<file path="src/rtl/dec_nx2n_pipe.sv">
// dec_nx2n_pipe: registered N-to-2^N one-hot decoder with valid/ready handshakes.
// A single output register holds the decoded strobe until downstream takes it.
// An optional self-test sweep walks every select code 0..OUT_W-1 in order.
// It is compiled in only when the macro DEC_SWEEP_EN is defined. Without that
// macro, sweep_start is ignored and sweep_busy is tied low.
module dec_nx2n_pipe #(
   parameter int SEL_W = 3
) (
   input  logic               clk,
   input  logic               rst_n,
   input  logic               en,
   input  logic               in_valid,
   output logic               in_ready,
   input  logic [SEL_W-1:0]   in_sel,
   output logic               out_valid,
   input  logic               out_ready,
   output logic [(1<<SEL_W)-1:0] out_onehot,
   output logic [SEL_W-1:0]   out_sel,
   input  logic               sweep_start,
   output logic               sweep_busy
);

   localparam int OUT_W = 1 << SEL_W;

   logic             free;         // output register can take a new code this cycle
   logic             sweep_load;   // sweep counter is loaded into the output register
   logic [SEL_W-1:0] cnt;          // next sweep code
   logic             load;
   logic [SEL_W-1:0] load_sel;
   logic [OUT_W-1:0] load_onehot;

   assign free = !out_valid || out_ready;

`ifdef DEC_SWEEP_EN
   typedef enum logic {IDLE, SWEEP} state_t;

   state_t state;

   assign sweep_busy = (state == SWEEP);
   // A sweep_start seen in IDLE wins over in_valid, so the input is refused that cycle.
   assign in_ready   = free && (state == IDLE) && !sweep_start;
   assign sweep_load = sweep_busy && free;

   // Sweep FSM: walk the counter through every code, advancing only when a code is loaded.
   always_ff @(posedge clk or negedge rst_n) begin
      if (!rst_n) begin
         state <= IDLE;
         cnt   <= '0;
      end else if (state == IDLE) begin
         if (sweep_start)
            state <= SWEEP;
      end else if (free) begin
         cnt <= cnt + SEL_W'(1);
         if (cnt == {SEL_W{1'b1}})
            state <= IDLE;
      end
   end
`else
   logic unused_sweep_start;

   assign unused_sweep_start = sweep_start;
   assign sweep_busy         = 1'b0;
   assign in_ready           = free;
   assign sweep_load         = 1'b0;
   assign cnt                = '0;
`endif

   // Pick the code to load (sweep counter or accepted input) and decode it.
   always_comb begin
      // NOTE: every output of a combinational block gets a default first so no path
      // leaves it unassigned; an unassigned path would infer a latch.
      load        = sweep_load || (in_valid && in_ready);
      load_sel    = sweep_load ? cnt : in_sel;
      load_onehot = '0;
      if (en)
         load_onehot[load_sel] = 1'b1;
   end

   // Output register: load a new code, hold under backpressure, or drain to idle.
   always_ff @(posedge clk or negedge rst_n) begin
      // NOTE: state is updated with non-blocking assignments so every flop samples
      // pre-edge values; blocking assignments here would create order-dependent races.
      if (!rst_n) begin
         out_valid  <= 1'b0;
         out_onehot <= '0;
         out_sel    <= '0;
      end else if (load) begin
         out_valid  <= 1'b1;
         out_onehot <= load_onehot;
         out_sel    <= load_sel;
      end else if (out_ready) begin
         out_valid  <= 1'b0;
         out_onehot <= '0;
      end
   end

endmodule

</file>
<file path="config.mk">
export PLATFORM = sky130hd
export DESIGN_NAME = dec_nx2n_pipe
export DESIGN_NICKNAME = d
export VERILOG_FILES = /design/src/rtl/dec_nx2n_pipe.sv
export SDC_FILE = /design/constraint.sdc
export NUM_CORES = 1
export LEC_CHECK = 0
export ABC_AREA = 1
export BUFFER_PORTS_ARGS = -buffer_cell sky130_fd_sc_hd__buf_2
export CORE_AREA = 3 3 40 42
export CTS_CLUSTER_SIZE = 20
export DETAILED_ROUTE_END_ITERATION = 10
export DIE_AREA = 0 0 43 45
export PLACE_DENSITY_LB_ADDON = 0.1
export SETUP_SLACK_MARGIN = 0.2
export SLEW_MARGIN = 10
export SYNTH_ARGS = -nofsm -noshare
export SYNTH_HDL_FRONTEND = slang
export SYNTH_SLANG_ARGS = --single-unit
export TNS_END_PERCENT = 10
</file>
<file path="constraint.sdc">
create_clock -name clk -period 0.95 [get_ports clk]
set_input_delay 0 -clock clk [delete_from_list [all_inputs] [get_ports clk]]
set_output_delay 0 -clock clk [all_outputs]
set_load 0.03 [all_outputs]
</file>
Word level (Yosys, flattened, before mapping)
Cells that the tools add are included.
{"block": "op_classes", "add_sub_neg": 0, "n_mul": 0, "n_div": 0, "order_cmp": 2, "eq_ne": 0, "shifts": 0, "muxes": 7, "bitwise": 0, "reduce_logical": 5}
{"cell": "two-way mux 8 bit", "count": 3}
{"cell": "< comparator 3 x 4 -> 1 bit (second input constant)", "count": 1}
{"cell": "demux 1 bit (select 3 bit)", "count": 1}
{"cell": ">= comparator 3 x 1 -> 1 bit (second input constant)", "count": 1}
{"cell": "two-way mux 1 bit", "count": 3}
{"cell": "logical AND 1 bit", "count": 2}
{"cell": "nonzero test 2 bit", "count": 1}
{"cell": "logical NOT 1 bit", "count": 1}
{"cell": "logical OR 1 bit", "count": 1}
{"block": "word_totals", "reg_bits": 12, "latch_bits": 0, "mem_bits_rw": 0, "mem_bits_ro": 0, "inputBits": 9, "output_inout_bits": 14, "wordCells": 17, "n_memories": 0}

Logic depth before layout (Yosys ltp)
{"block": "depth", "ltp_word": 6, "ltp_mapped": 5, "ltp_nobuf": 5}

Least setup slack after synthesis
No wires, ideal clock.
{"block": "synth_timing", "kind": "register to register", "start": "register out_valid", "end": "register out_sel[0]", "setup_ps": 76, "arrival_time_ps": 979, "required_time_ps": 874, "path_slack_ps": -105, "path_stages_with_launch": 5, "n_path_buf": 0, "synth_period_minus_slack_ps": 1055, "cell_sequence": "dfrtp_1 nand2_4 nand2_4 nand2_1 o21ai_1"}
{"block": "synth_between", "elab_chain_cells": 3}
{"item": "from (decl)", "line": "15", "source": "output logic out_valid,"}
{"item": "from (signal assigned)", "line": "84", "source": "out_valid <= 1'b0;"}
{"item": "from (signal assigned)", "line": "88", "source": "out_valid <= 1'b1;"}
{"item": "from (signal assigned)", "line": "92", "source": "out_valid <= 1'b0;"}
{"item": "logical NOT 1 bit", "line": "32", "source": "assign free = !out_valid || out_ready;"}
{"item": "logical OR 1 bit", "line": "32"}
{"item": "via in_ready", "line": "13", "source": "output logic in_ready,"}
{"item": "logical AND 1 bit", "line": "72", "source": "load = sweep_load || (in_valid && in_ready);"}
{"item": "to (signal assigned)", "line": "90", "source": "out_sel <= load_sel;"}
{"item": "to (decl)", "line": "18", "source": "output logic [SEL_W-1:0] out_sel,"}
The timed path passes the listed nets, and every way through them passes these cells.
A chain may end at the register's enable or synchronous reset.

Worst setup path in the final report
{"block": "layout_timing", "start": "register out_valid", "end": "output in_ready"}
{"block": "layout_between", "elab_chain_cells": 2}
{"item": "logical NOT 1 bit", "line": "32"}
{"item": "logical OR 1 bit", "line": "32"}
{"item": "to (decl)", "line": "13"}
No other way between the ends.

==> flow_summary_export.csv <==
group,metric,value,unit
worst_setup_path,cp_max_fo,5,
worst_setup_path,cpLargestDelayFamily,"flip-flops",
yosys,syn_avg_cell_area,9.77,µm²
sta,setup_slack,-0.0182,ns
sta,fmax,1030,MHz
outcome,violations,"setup timing",
final_layout,drive_gt1_share,42.9,%
floorplanning,start_util,40.3,%
worst_setup_path,crit_chain,"nand2_4 > buf_6",
cts,clockBufferDepth,2,
sta,finalSetupViolations,1,
floorplanning,dieArea,1940,µm²
sta,hold_viol,0,
yosys,synth_area_leaders,"dfrtp_1 (58%), o21ai_1 (11%), nand2_1 (8.7%)",
worst_setup_path,ff2ff_setup_slack,0.02,ns
yosys,synth.largest_area_cell,"dfrtp_1",
drt,avgViaCountPerCell,5.15,
worst_setup_path,worst_setup_path_start_kind,"register",
yosys,synth_area,518,µm²
cts,clock_latency,0.27,ns
placement,hpwl,847,µm
worst_setup_path,crit_slowest_cell,"dfrtp_2",
worst_hold_path,hold_path.class,"in -> reg",
floorplanning,fp.dieH,45,µm
cts,clk_pin_slew,0.08,ns
floorplanning,design.core.area,1280,µm²
floorplanning,die_x,43,µm
placement,portBuffers,20,
placement,place_inst,87,
yosys,ys_warn_count,0,
yosys,ys_types,12,
outcome,status,"finished with violations",
drt,ant_nets,0,
drt,first_pass_iters,4,
cts,h-tree-depth,1,
worst_setup_path,worstSetupEndpointType,"output pin",
power_and_ir_drop,p_leak,0.375,nW
sta,grt_setup_unrepaired,"yes",
floorplanning,num_rows,13,
cts,cts_root_buffer,"clkbuf_4",
grt,grt_pass1_vias,435,
final_layout,antennaDiodeCount,0,
grt,grt_max_degree,13,
grt,grt-ovfl-total,0,
worst_setup_path,crit_buf_inv,1,
yosys,synthTopCellsByCount,"dfrtp_1 (12), nand2_1 (12), o21ai_1 (11)",
floorplanning,pin_count,23,
grt,antenna_found_initial,0,
sta,final.setup.tns,-0.0182,ns
final_layout,syn2layout_area_growth,45.9,%
power_and_ir_drop,finalPower,1.25,mW
flow_run,drv_cap,0,
final_layout,fillers,123,
final_layout,final_cells,92,
drt,first_iter_violations,11,
drt,drc_errors,0,
placement,gp_congestion,0.703,
yosys,synth_edf_count,0,
worst_setup_path,critPathKind,"reg -> out",
yosys,synth_seq_area_share,58.0,%
drt,vias,474,
final_layout,fin_nets,87,
yosys,async_flop_share,100,%
sta,fin_crit,0.968,ns
cts,tritoncts,"done",
cts,cts_buffers,3,
cts,cts_sinks,12,
sta,fin_skew,0.00223,ns
grt,grt_pass1_wl,1910,µm
power_and_ir_drop,vdd_drop_max,822,µV
sta,finalMaxSlewViolations,0,
yosys,ys.flop_type,"dfrtp_1",
worst_setup_path,worstPathRequired,0.95,ns
worst_setup_path,cp.arrival,0.97,ns
yosys,ys_ff_latch,12,
power_and_ir_drop,p_per_area,1650,nW/µm²
drt,drt_wl_total,1110,µm
worst_setup_path,cpPeakStageDelay,0.44,ns
drt,wl_per_cell,12.1,µm
cts,cts_setup_buffers,0,
yosys,synthCells,53,
grt,grt_use_total,13.5,%
yosys,synth_fp_nets,62,
sta,period_share,102,%
yosys,synth_top_area_share,58.0,%
-- through the flow --
| step | cell area (µm²) | hold WS, ns | utilization (%) | worst slack (ns) |
|---|---|---|---|---|
| global route | 756 | 0.0248 | 58.8 | -0.0614 |
| floorplan | 519 | -0.296 | - | -0.0234 |
| detailed placement | 631 | -0.107 | 49.1 | 0.0672 |
| CTS | 752 | 0.0129 | 58.5 | -0.0291 |
| global placement | 631 | -0.109 | 49.1 | 0.0676 |
| finish | 756 | 0.0173 | 58.8 | -0.0182 |
-- worst reg2reg max path, delay by kind of cell, from the launching register on --
family / cells / cell delay [ns]
flip-flops: 1 / 0.41
AND/OR/NAND/NOR: 1 / 0.08
buffers and inverters: 1 / 0.05
AO/OA/AOI/OAI: 2 / 0.31
-- metal layers --
metal	GRT usage, %	vias to the layer above	wire length (µm)
met4	7.23	0	23
met2	20.1	25	503
met3	2.39	3	107
met5	0	-	0
met1	18.7	222	476
li1	-	224	-
-- area by class of cell --
| type | instances | area [µm²] | share of cell area [%] |
|---|---|---|---|
| clock buffers | 4 | 36.3 | 4.80 |
| inverters | 5 | 18.8 | 2.48 |
| multi-input cells | 35 | 195 | 25.8 |
| flip-flops and latches | 12 | 302 | 39.9 |
| well taps | 15 | 18.8 | 2.48 |
| repair buffers | 21 | 185 | 24.5 |
-- cell families after synthesis --
logic type | Yosys count | share of synthesized area (%)
other | 1 | 0.724
flip-flops | 12 | 58.0
buffers and inverters | 6 | 5.07
AND/OR/NAND/NOR | 22 | 22.5
AO/OA/AOI/OAI | 12 | 13.8
-- path summary, 6_finish.rpt --
path                                     from  depth (start not counted)       endpoint
worst max-delay path                out_valid                          2       in_ready
worst min-delay path                in_sel[1]                          3     out_sel[1]
worst max register to register      out_valid                          4  out_onehot[4]
worst min register to register  out_onehot[7]                          2  out_onehot[7]
max in group asynchronous               rst_n                          2      out_valid
min in group asynchronous               rst_n                          2  out_onehot[7]
-- layout by cell type, fill, tap and decap left out, drive strengths merged --
cell type / n
conb: 1
nand2: 14
clkbuf: 4
o21ai: 11
inv: 5
a21oi: 1
nor2: 1
nand3: 7
dlygate4sd3: 1
buf: 20
dfrtp: 12
-- registers in the layout, summed over array words and instances, names as in the netlist --
name	flops
out_sel	3
out_onehot	8
out_valid	1
-- timing repair --
item	CTS	global route
gates resized for setup	24	1
hold endpoints to repair	12	0
endpoints found under the setup margin	25	25
hold buffers	1	0
pin swaps	12	6
-- power breakdown --
group	internal, mW	total, mW	switching, mW
clock	0.233	0.408	0.175
sequential	0.543	0.569	0.0261
combinational	0.102	0.272	0.171
Note: power is estimated with default switching activity, not from simulation.
